$ cat config.mk
export PLATFORM = sky130hd
export DESIGN_NAME = nibble_packer
export DESIGN_NICKNAME = d
export VERILOG_FILES = /design/src/rtl/nibble_packer.sv
export SDC_FILE = /design/constraint.sdc
export NUM_CORES = 1
export LEC_CHECK = 0
export ABC_AREA = 1
export CORE_MARGIN = 2
export CORE_UTILIZATION = 50
export CTS_CLUSTER_DIAMETER = 60
export CTS_CLUSTER_SIZE = 30
export DETAILED_ROUTE_END_ITERATION = 12
export GPL_TIMING_DRIVEN = 1
export PLACE_DENSITY = 0.76
export SYNTH_ARGS = -nofsm -noshare
export SYNTH_HDL_FRONTEND = slang
export SYNTH_SLANG_ARGS = --single-unit
$ cat constraint.sdc
create_clock -name clk -period 8.2 [get_ports clk]
set_clock_uncertainty 0.1 [all_clocks]
set_input_delay 0.82 -clock clk [delete_from_list [all_inputs] [get_ports clk]]
set_output_delay 0.82 -clock clk [all_outputs]
set_load 0.02 [all_outputs]
$ cat src/rtl/nibble_packer.sv
// Packs accepted 4-bit nibbles into 16-bit words (first nibble in [3:0]) and
// queues them in a small output FIFO, with flush support for partial words.
module nibble_packer #(
    parameter int unsigned OUT_DEPTH = 2
) (
    input  logic        clk,
    input  logic        rst,
    input  logic        in_valid,
    input  logic [3:0]  in_data,
    output logic        in_ready,
    input  logic        flush,
    output logic        out_valid,
    output logic [15:0] out_data,
    output logic [2:0]  out_count,
    input  logic        out_ready,
    output logic [7:0]  words_out
);

    localparam int unsigned AW = (OUT_DEPTH > 1) ? $clog2(OUT_DEPTH) : 1;
    localparam int unsigned CW = AW + 1;

    typedef enum logic [1:0] {
        EMPTY,
        FILLING,
        FLUSH_WAIT
    } state_t;

    state_t        state;
    state_t        state_next;
    logic [1:0]    fill;
    logic [1:0]    fill_next;
    logic [15:0]   partial;
    logic [15:0]   partial_next;

    logic [15:0]   mem_data  [OUT_DEPTH];
    logic [2:0]    mem_count [OUT_DEPTH];
    logic [AW-1:0] wr_ptr;
    logic [AW-1:0] rd_ptr;
    logic [CW-1:0] occ;

    logic          full;
    logic          empty;
    logic          accept;
    logic          push;
    logic          pop;
    logic [15:0]   push_data;
    logic [2:0]    push_count;
    logic [15:0]   merged;
    logic [15:0]   word;
    logic [2:0]    fill_inc;

    assign full  = (occ == CW'(OUT_DEPTH));
    assign empty = (occ == '0);

    // Ready depends only on registered state so upstream sees no comb path.
    assign in_ready = (state != FLUSH_WAIT) && ((fill != 2'd3) || !full);
    assign accept   = in_valid && in_ready;
    assign merged   = partial | (16'(in_data) << {fill, 2'b00});
    assign word     = accept ? merged : partial;
    assign fill_inc = 3'(fill) + 3'(accept);
    assign pop      = !empty && out_ready;

    always_ff @(posedge clk or posedge rst) begin
        if (rst) begin
            state   <= EMPTY;
            fill    <= 2'd0;
            partial <= 16'd0;
        end else begin
            state   <= state_next;
            fill    <= fill_next;
            partial <= partial_next;
        end
    end

    always_comb begin
        state_next   = state;
        fill_next    = fill;
        partial_next = partial;
        push         = 1'b0;
        push_data    = partial;
        push_count   = 3'(fill);
        case (state)
            EMPTY, FILLING: begin
                if (fill_inc == 3'd4) begin
                    // A completed word absorbs any coincident flush.
                    push         = 1'b1;
                    push_data    = merged;
                    push_count   = 3'd4;
                    state_next   = EMPTY;
                    fill_next    = 2'd0;
                    partial_next = 16'd0;
                end else if (flush && (fill_inc != 3'd0)) begin
                    if (!full) begin
                        push         = 1'b1;
                        push_data    = word;
                        push_count   = fill_inc;
                        state_next   = EMPTY;
                        fill_next    = 2'd0;
                        partial_next = 16'd0;
                    end else begin
                        state_next   = FLUSH_WAIT;
                        fill_next    = fill_inc[1:0];
                        partial_next = word;
                    end
                end else if (accept) begin
                    state_next   = FILLING;
                    fill_next    = fill_inc[1:0];
                    partial_next = merged;
                end
            end
            FLUSH_WAIT: begin
                if (!full) begin
                    push         = 1'b1;
                    state_next   = EMPTY;
                    fill_next    = 2'd0;
                    partial_next = 16'd0;
                end
            end
            default: begin
                state_next   = EMPTY;
                fill_next    = 2'd0;
                partial_next = 16'd0;
            end
        endcase
    end

    // Storage needs no reset: reads are masked by occupancy.
    always_ff @(posedge clk) begin
        if (push) begin
            mem_data[wr_ptr]  <= push_data;
            mem_count[wr_ptr] <= push_count;
        end
    end

    always_ff @(posedge clk or posedge rst) begin
        if (rst) begin
            wr_ptr    <= '0;
            rd_ptr    <= '0;
            occ       <= '0;
            words_out <= 8'd0;
        end else begin
            if (push) begin
                wr_ptr <= wr_ptr + AW'(1);
            end
            if (pop) begin
                rd_ptr    <= rd_ptr + AW'(1);
                words_out <= words_out + 8'd1;
            end
            case ({push, pop})
                2'b10:   occ <= occ + CW'(1);
                2'b01:   occ <= occ - CW'(1);
                default: occ <= occ;
            endcase
        end
    end

    assign out_valid = !empty;
    assign out_data  = empty ? 16'd0 : mem_data[rd_ptr];
    assign out_count = empty ? 3'd0  : mem_count[rd_ptr];

endmodule

==> results of run 1 <==
final cells by class:
| type | count | area (sq um) | area share [%] |
|---|---|---|---|
| multi-input cells | 286 | 1330 | 31.3 |
| repair buffers | 39 | 385 | 9.11 |
| clock buffers | 12 | 135 | 3.19 |
| flip-flops and latches | 70 | 1940 | 45.9 |
| well taps | 96 | 120 | 2.84 |
| clock inverters | 4 | 71.3 | 1.69 |
| inverters | 67 | 251 | 5.94 |
routing by layer:
layer / wire, um / global-route usage (%) / part of all wire, % / vias to the layer above
li1: - / - / - / 1464
met1: 3510 / 28.2 / 46 / 1350
met2: 3510 / 34.4 / 46 / 69
met3: 327 / 4.20 / 4.3 / 17
met4: 208 / 9.37 / 2.7 / 0
met5: 0 / 0 / 0 / -
worst paths after layout:
check / startpoint / slack [ns] / cells after the start / to
setup / recovery: in_valid / 4.11 / 12 / mem_count[0][2]$_DFFE_PP_
hold / removal: partial[0]$_DFFE_PP0P_ / 0.38 / 2 / partial[0]$_DFFE_PP0P_
setup reg to reg: fill[1]$_DFFE_PP0P_ / 4.18 / 14 / mem_count[0][2]$_DFFE_PP_
hold reg to reg: partial[0]$_DFFE_PP0P_ / 0.38 / 2 / partial[0]$_DFFE_PP0P_
max in group asynchronous: rst / 6.94 / 3 / partial[9]$_DFFE_PP0P_
min in group asynchronous: rst / 0.75 / 3 / words_out[0]$_DFFE_PP0P_
sequential cells by signal, indices dropped and copies added, names as in the netlist:
register and count:
fill 2, mem_count 6, occ 2, words_out 8
wr_ptr 1, state 2, rd_ptr 1, partial 16
mem_data 32
logic make-up (layout without fill, tap and decap cells):
group           after synthesis  count (layout)  share of synthesized area [%]
simple gates                236             236                           28.5
buf+inv                      78             122                           8.35
flops                        70              70                           54.5
compound gates               38              38                           5.34
xor+xnor                      8               8                           1.97
fa+ha+maj                     4               4                           1.40
power breakdown:
part           switching (uW)  internal [uW]
combinational             503            304
clock                     126            171
sequential               95.1            531
worst max-delay path, stage by stage:
cell and delay, ns:
clkdlybuf4s50_1 0.66, nand3_2 0.17, inv_2 0.18, ha_1 0.18, ha_1 0.25, nor2_1 0.21, nand2_1 0.34, nand2_2 0.29
nand2_2 0.12, nand2_1 0.11, nand2_1 0.07, inv_1 0.54
per-stage QoR:
step	power [uW]	cells	instance area, sq um	setup slack (ns)	utilization (%)
6_report	1730	574	4230	4.11	61.9
4_1_cts	1740	574	4230	4.09	61.9
3_3_place_gp	1420	558	4020	3.88	58.9
3_5_place_dp	1450	558	4020	3.72	58.9
2_1_floorplan	1150	434	3560	4.49	-
5_1_grt	1860	574	4230	3.80	61.9
cell usage in the layout (no fill, tap or decap), types with 2 or more instances in the layout:
cell / netlist / final
nand2_1: 152 / 152
inv_2: 7 / 7
nand2_2: 4 / 4
clkbuf_1: 6 / 3
xor2_1: 6 / 6
o21ai_1: 7 / 7
xnor2_1: 2 / 2
ha_1: 4 / 4
clkdlybuf4s50_1: 0 / 37
nand3_1: 33 / 33
a21oi_1: 22 / 22
dfrtp_1: 32 / 32
clkinv_1: 1 / 2
nor2_1: 19 / 19
edfxtp_1: 38 / 38
inv_1: 59 / 59
clkbuf_8: 0 / 9
nand4_1: 10 / 10
bufinv_16: 0 / 2
nor3_1: 13 / 13
buf_4: 0 / 2
o21ai_0: 9 / 9
==> metrics.md, run 1 <==
| Metric | Value |
|---|---|
| Ratio of cells with drive above 1 in the final layout | 6.07% |
| Max-cap violations | 0 |
| Initial antenna violation count | 0 |
| FMAX | 244 MHz |
| Final WL | 7570 um |
| Crit Path Class | in -> reg |
| Die area | 0.00782 sq mm |
| Post-CTS setup buffers | 0 |
| Tmin final | 4.09 ns |
| Wirelength per Cell | 13.2 um |
| DR vias | 2900 |
| Post-synth top area cell | edfxtp_1 |
| Clk buf depth | 2 |
| Slew @ Worst Pin | between 0.9 and 1 ns |
| Fin. max-slew vios | 0 |
| Resized Gates After CTS | 0 |
| Htree depth | 3 |
| Leakage | between 0.002 and 0.0025 uW |
| Global Route Usage Sum | 21.3% |
| #FFs+latches synth | 70 |
| Final setup viols | 0 |
| Warnings, synthesis | 0 |
| Final worst-path cycle share | around 50% |
| 1st-pass router iterations | 4 |
| CP startpoint kind | input pin |
| Antenna-violating nets left | 0 |
| First-pass GRT wire length | between 10000 and 15000 um |
| Io pins | 38 |
| Synth area leaders | edfxtp_1 (32%), dfrtp_1 (22%), nand2_1 (16%) |
| Register area share after synthesis | 54.5% |
| CTS buffer count | 9 |
| Die Wd | 88.4 um |
| Total grt overflow | 0 |
| Hold Crit Class | reg -> reg |
| Outcome | completed |
| Primary FF master, synth | edfxtp_1 |
| Top-area cell type share of the netlist area | about a third |
| Core area | between 0.006 and 0.007 sq mm |
| Layout area overhead | 18.7% |
| Largest net degree at the start of global routing | 33 |
| Initial Util | 52.2% |
| Clock root buffer | clkbuf_8 |
| Worst VDD drop | between 100 and 150 uV |
| Fillers | about 630 |
| Req. time, crit path | 8.07 ns |
| Worst slew margin relative to its limit | 34.0% |
| Cell Area, Synth | about 0.0036 sq mm |
| Syn Area/Cell | 8.21 sq um |
| Synth cell count leaders | nand2_1 (152), inv_1 (59), edfxtp_1 (38) |
| Crit Path Max Fanout | 19 |
| Gate Count Post-Synth | 434 |
| Hold_ws | about 0.38 ns |
| Post-synth ARST share | a little under half |
| # rows | 30 |
| Reg clk slew, reported paths | 0.07 ns |
| CTS tree | done |
| Vias/cell | 5.05 |
| # DRC | 0 |
| DP HPWL | around 5300 um |
| Die Y | 88.4 um |
| CTS Sinks | 70 |
| Vias in the first global route | 2773 |
| Top-count cell post-synth | nand2_1 |
| RSZ-0062 raised after global routing | no |
| Post-Syn Nets | 447 |
| Later-pin clock latency in the skew report | roughly 0.35 ns |
| Number of synthesized flops with an enable pin | 38 |
| IO Port Bufs | 37 |
| CTS Hold Bufs | 0 |
| Final Hold Vio Count | 0 |
| DRT iter0 DRCs | 111 |
| Final nets | 486 |
| Pwr Density | 409 mW/mm^2 |
| Distinct cell type count after synthesis | 25 |
| Ant diodes | 0 |
| Crit end category | register |
| Worst endpoint data arrival time | 3.97 ns |
| Sum Neg Setup Slack | 0 ns |
| GPL Wtd Cong | between 0.9 and 1 |
Note: power is estimated with default switching activity, not from simulation.
==> inputs of run 2 (changes only) <==
--- a/config.mk
+++ b/config.mk
@@ -12,7 +12,7 @@
 export CTS_CLUSTER_SIZE = 30
 export DETAILED_ROUTE_END_ITERATION = 12
 export GPL_TIMING_DRIVEN = 1
-export PLACE_DENSITY = 0.76
+export PLACE_DENSITY = 0.79
 export SYNTH_ARGS = -nofsm -noshare
 export SYNTH_HDL_FRONTEND = slang
 export SYNTH_SLANG_ARGS = --single-unit
==> constraint.sdc (replaced) <==
create_clock -name clk -period 3.55 [get_ports clk]
set_clock_uncertainty 0.1 [all_clocks]
set_input_delay 0.355 -clock clk [delete_from_list [all_inputs] [get_ports clk]]
set_output_delay 0.355 -clock clk [all_outputs]
set_load 0.02 [all_outputs]
==> metrics.md, run 2 (synthesized netlist as in run 1, its figures left out) <==
| Metric | Value |
|---|---|
| Outcome | completed |
| CTS Hold Bufs | 0 |
| Final worst-path cycle share | 91.2% |
| Die area | 0.00782 sq mm |
| Max-cap violations | 0 |
| Crit Path Class | reg -> reg |
| Highest metal used | met4 |
| Biggest regs | mem_data x32, partial x16, words_out x8 |
| Crit Path Max Fanout | 10 |
| # rows | 30 |
| Ratio of cells with drive above 1 in the final layout | 9.05% |
| Metal2 WL | 3650 um |
| Largest net degree at the start of global routing | 22 |
| Pwr Density | 933 mW/mm^2 |
| Total grt overflow | 0 |
| Vias in the first global route | around 2800 |
| Clock root buffer | clkbuf_8 |
| Htree depth | 3 |
| M1 WL | 3380 um |
| Max FFs per register | 32 |
| Global Route Usage Sum | ~21% |
| Dpl cells | 566 |
| Final Hold Vio Count | 0 |
| Worst slew margin relative to its limit | a little under 40% |
| Core area | slightly below 0.007 sq mm |
| Vias/cell | around 5.1 |
| Final setup viols | 0 |
| Met3 WL | 366 um |
| DP HPWL | 5520 um |
| Layout area overhead | 20.3% |
| 1st-pass router iterations | 5 |
| Worst endpoint data arrival time | 3.35 ns |
| Initial Util | 52.2% |
| RSZ-0062 raised after global routing | no |
| DR vias | 2948 |
| Highest-count cells in the layout ignoring fill and taps | nand2_1 (152), inv_1 (59), edfxtp_1 (38) |
| Final WL | around 7500 um |
| Fin. max-slew vios | 0 |
| GPL Wtd Cong | 0.901 |
| IO Port Bufs | 37 |
| Leakage | roughly 0.0021 uW |
| Antenna-violating nets left | 0 |
| Non-filler cells, final | 582 |
| Io pins | 38 |
| First-pass GRT wire length | 12800 um |
| Ant diodes | 0 |
| Slew @ Worst Pin | 0.906 ns |
| Crit end category | register |
| FMAX | 309 MHz |
| Die Wd | a little under 90 um |
| Commonest non-fill, non-tap cell in the layout | nand2_1 |
| Wirelength per Cell | 12.9 um |
| Resized Gates After CTS | 0 |
| DRT iter0 DRCs | 171 |
| CP startpoint kind | register |
| CTS buffer count | 9 |
| Worst VDD drop | 381 uV |
| Clk buf depth | 2 |
| Post-CTS setup buffers | 0 |
| Reg clk slew, reported paths | about 0.070 ns |
| Final nets | 494 |
| Sum Neg Setup Slack | 0 ns |
| Later-pin clock latency in the skew report | between 0.3 and 0.4 ns |
| CTS tree | done |
| Reg with most FFs | mem_data |
| CTS Sinks | 70 |
| Initial antenna violation count | 0 |
| Tmin final | 3.24 ns |
| Req. time, crit path | 3.66 ns |
| # DRC | 0 |
| Hold Crit Class | in -> async |
| Die Y | 88.4 um |
[run 2: changes by cell type in the layout (fill, tap and decap cells not counted), sizes merged]
cell    delta
bufinv     -1
buf        +8
clkinv     +3
clkbuf     -2
[run 2: through the flow]
step	util, %	power, uW	area (sq um)	hold slack (ns)	setup WS, ns
after global placement	59.8	3320	4080	0.363	0.351
final	62.8	4000	4290	0.246	0.312
after detailed placement	59.8	3380	4080	0.371	0.240
after CTS	62.7	4020	4280	0.259	0.214
after floorplan	-	2660	3560	0.349	0.152
after global routing	62.8	4330	4290	0.303	0.00846
[run 2: per-layer routing]
| metal | track usage, % | vias to the layer above |
|---|---|---|
| met4 | 7.30 | 0 |
| met5 | 0 | - |
| met3 | 5.41 | 10 |
| met2 | 35.5 | 88 |
| li1 | - | 1478 |
| met1 | 27.8 | 1372 |
[run 2: area by class of cell]
cell class,count,area [sq um]
fill,605,2540
sequential,70,1940
multi-input combinational,286,1330
timing repair buffer,47,445
inverter,67,251
clock buffer,10,138
tap,96,120
clock inverter,6,61.3
[run 2: power breakdown]
group / switching (uW) / internal (uW) / leakage [uW]
clock network: 288 / 341 / 0.000102
registers: 152 / 1230 / 0.000768
logic: 1250 / 744 / 0.00124
total: 1690 / 2310 / 0.00211
[run 2: path summary, 6_finish.rpt]
path | end | slack, ns | cells past startpoint | startpoint
max in group asynchronous | state[1]$_DFFE_PP0P_ | 2.42 | 3 | rst
hold reg to reg | partial[3]$_DFFE_PP0P_ | 0.39 | 2 | partial[3]$_DFFE_PP0P_
setup / recovery | occ[1]$_DFFE_PP0P_ | 0.31 | 17 | occ[0]$_DFFE_PP0P_
hold / removal | words_out[0]$_DFFE_PP0P_ | 0.25 | 2 | rst
setup reg to reg | occ[1]$_DFFE_PP0P_ | 0.31 | 17 | occ[0]$_DFFE_PP0P_
min in group clk | partial[3]$_DFFE_PP0P_ | 0.39 | 2 | partial[3]$_DFFE_PP0P_
[run 2: critical path, cell delays in order (launching register included)]
cell and delay [ns]:
dfrtp_1 0.46, nor2_2 0.21, nand2_2 0.16, nand3_2 0.14, inv_2 0.10, ha_1 0.19, ha_1 0.33, nor2_2 0.07
nor2_1 0.17, nand2_1 0.09, nand2_2 0.15, nand2_2 0.11, nand2_1 0.10, inv_2 0.04, ha_1 0.31, a21oi_1 0.12
o21ai_0 0.11, xor2_1 0.16
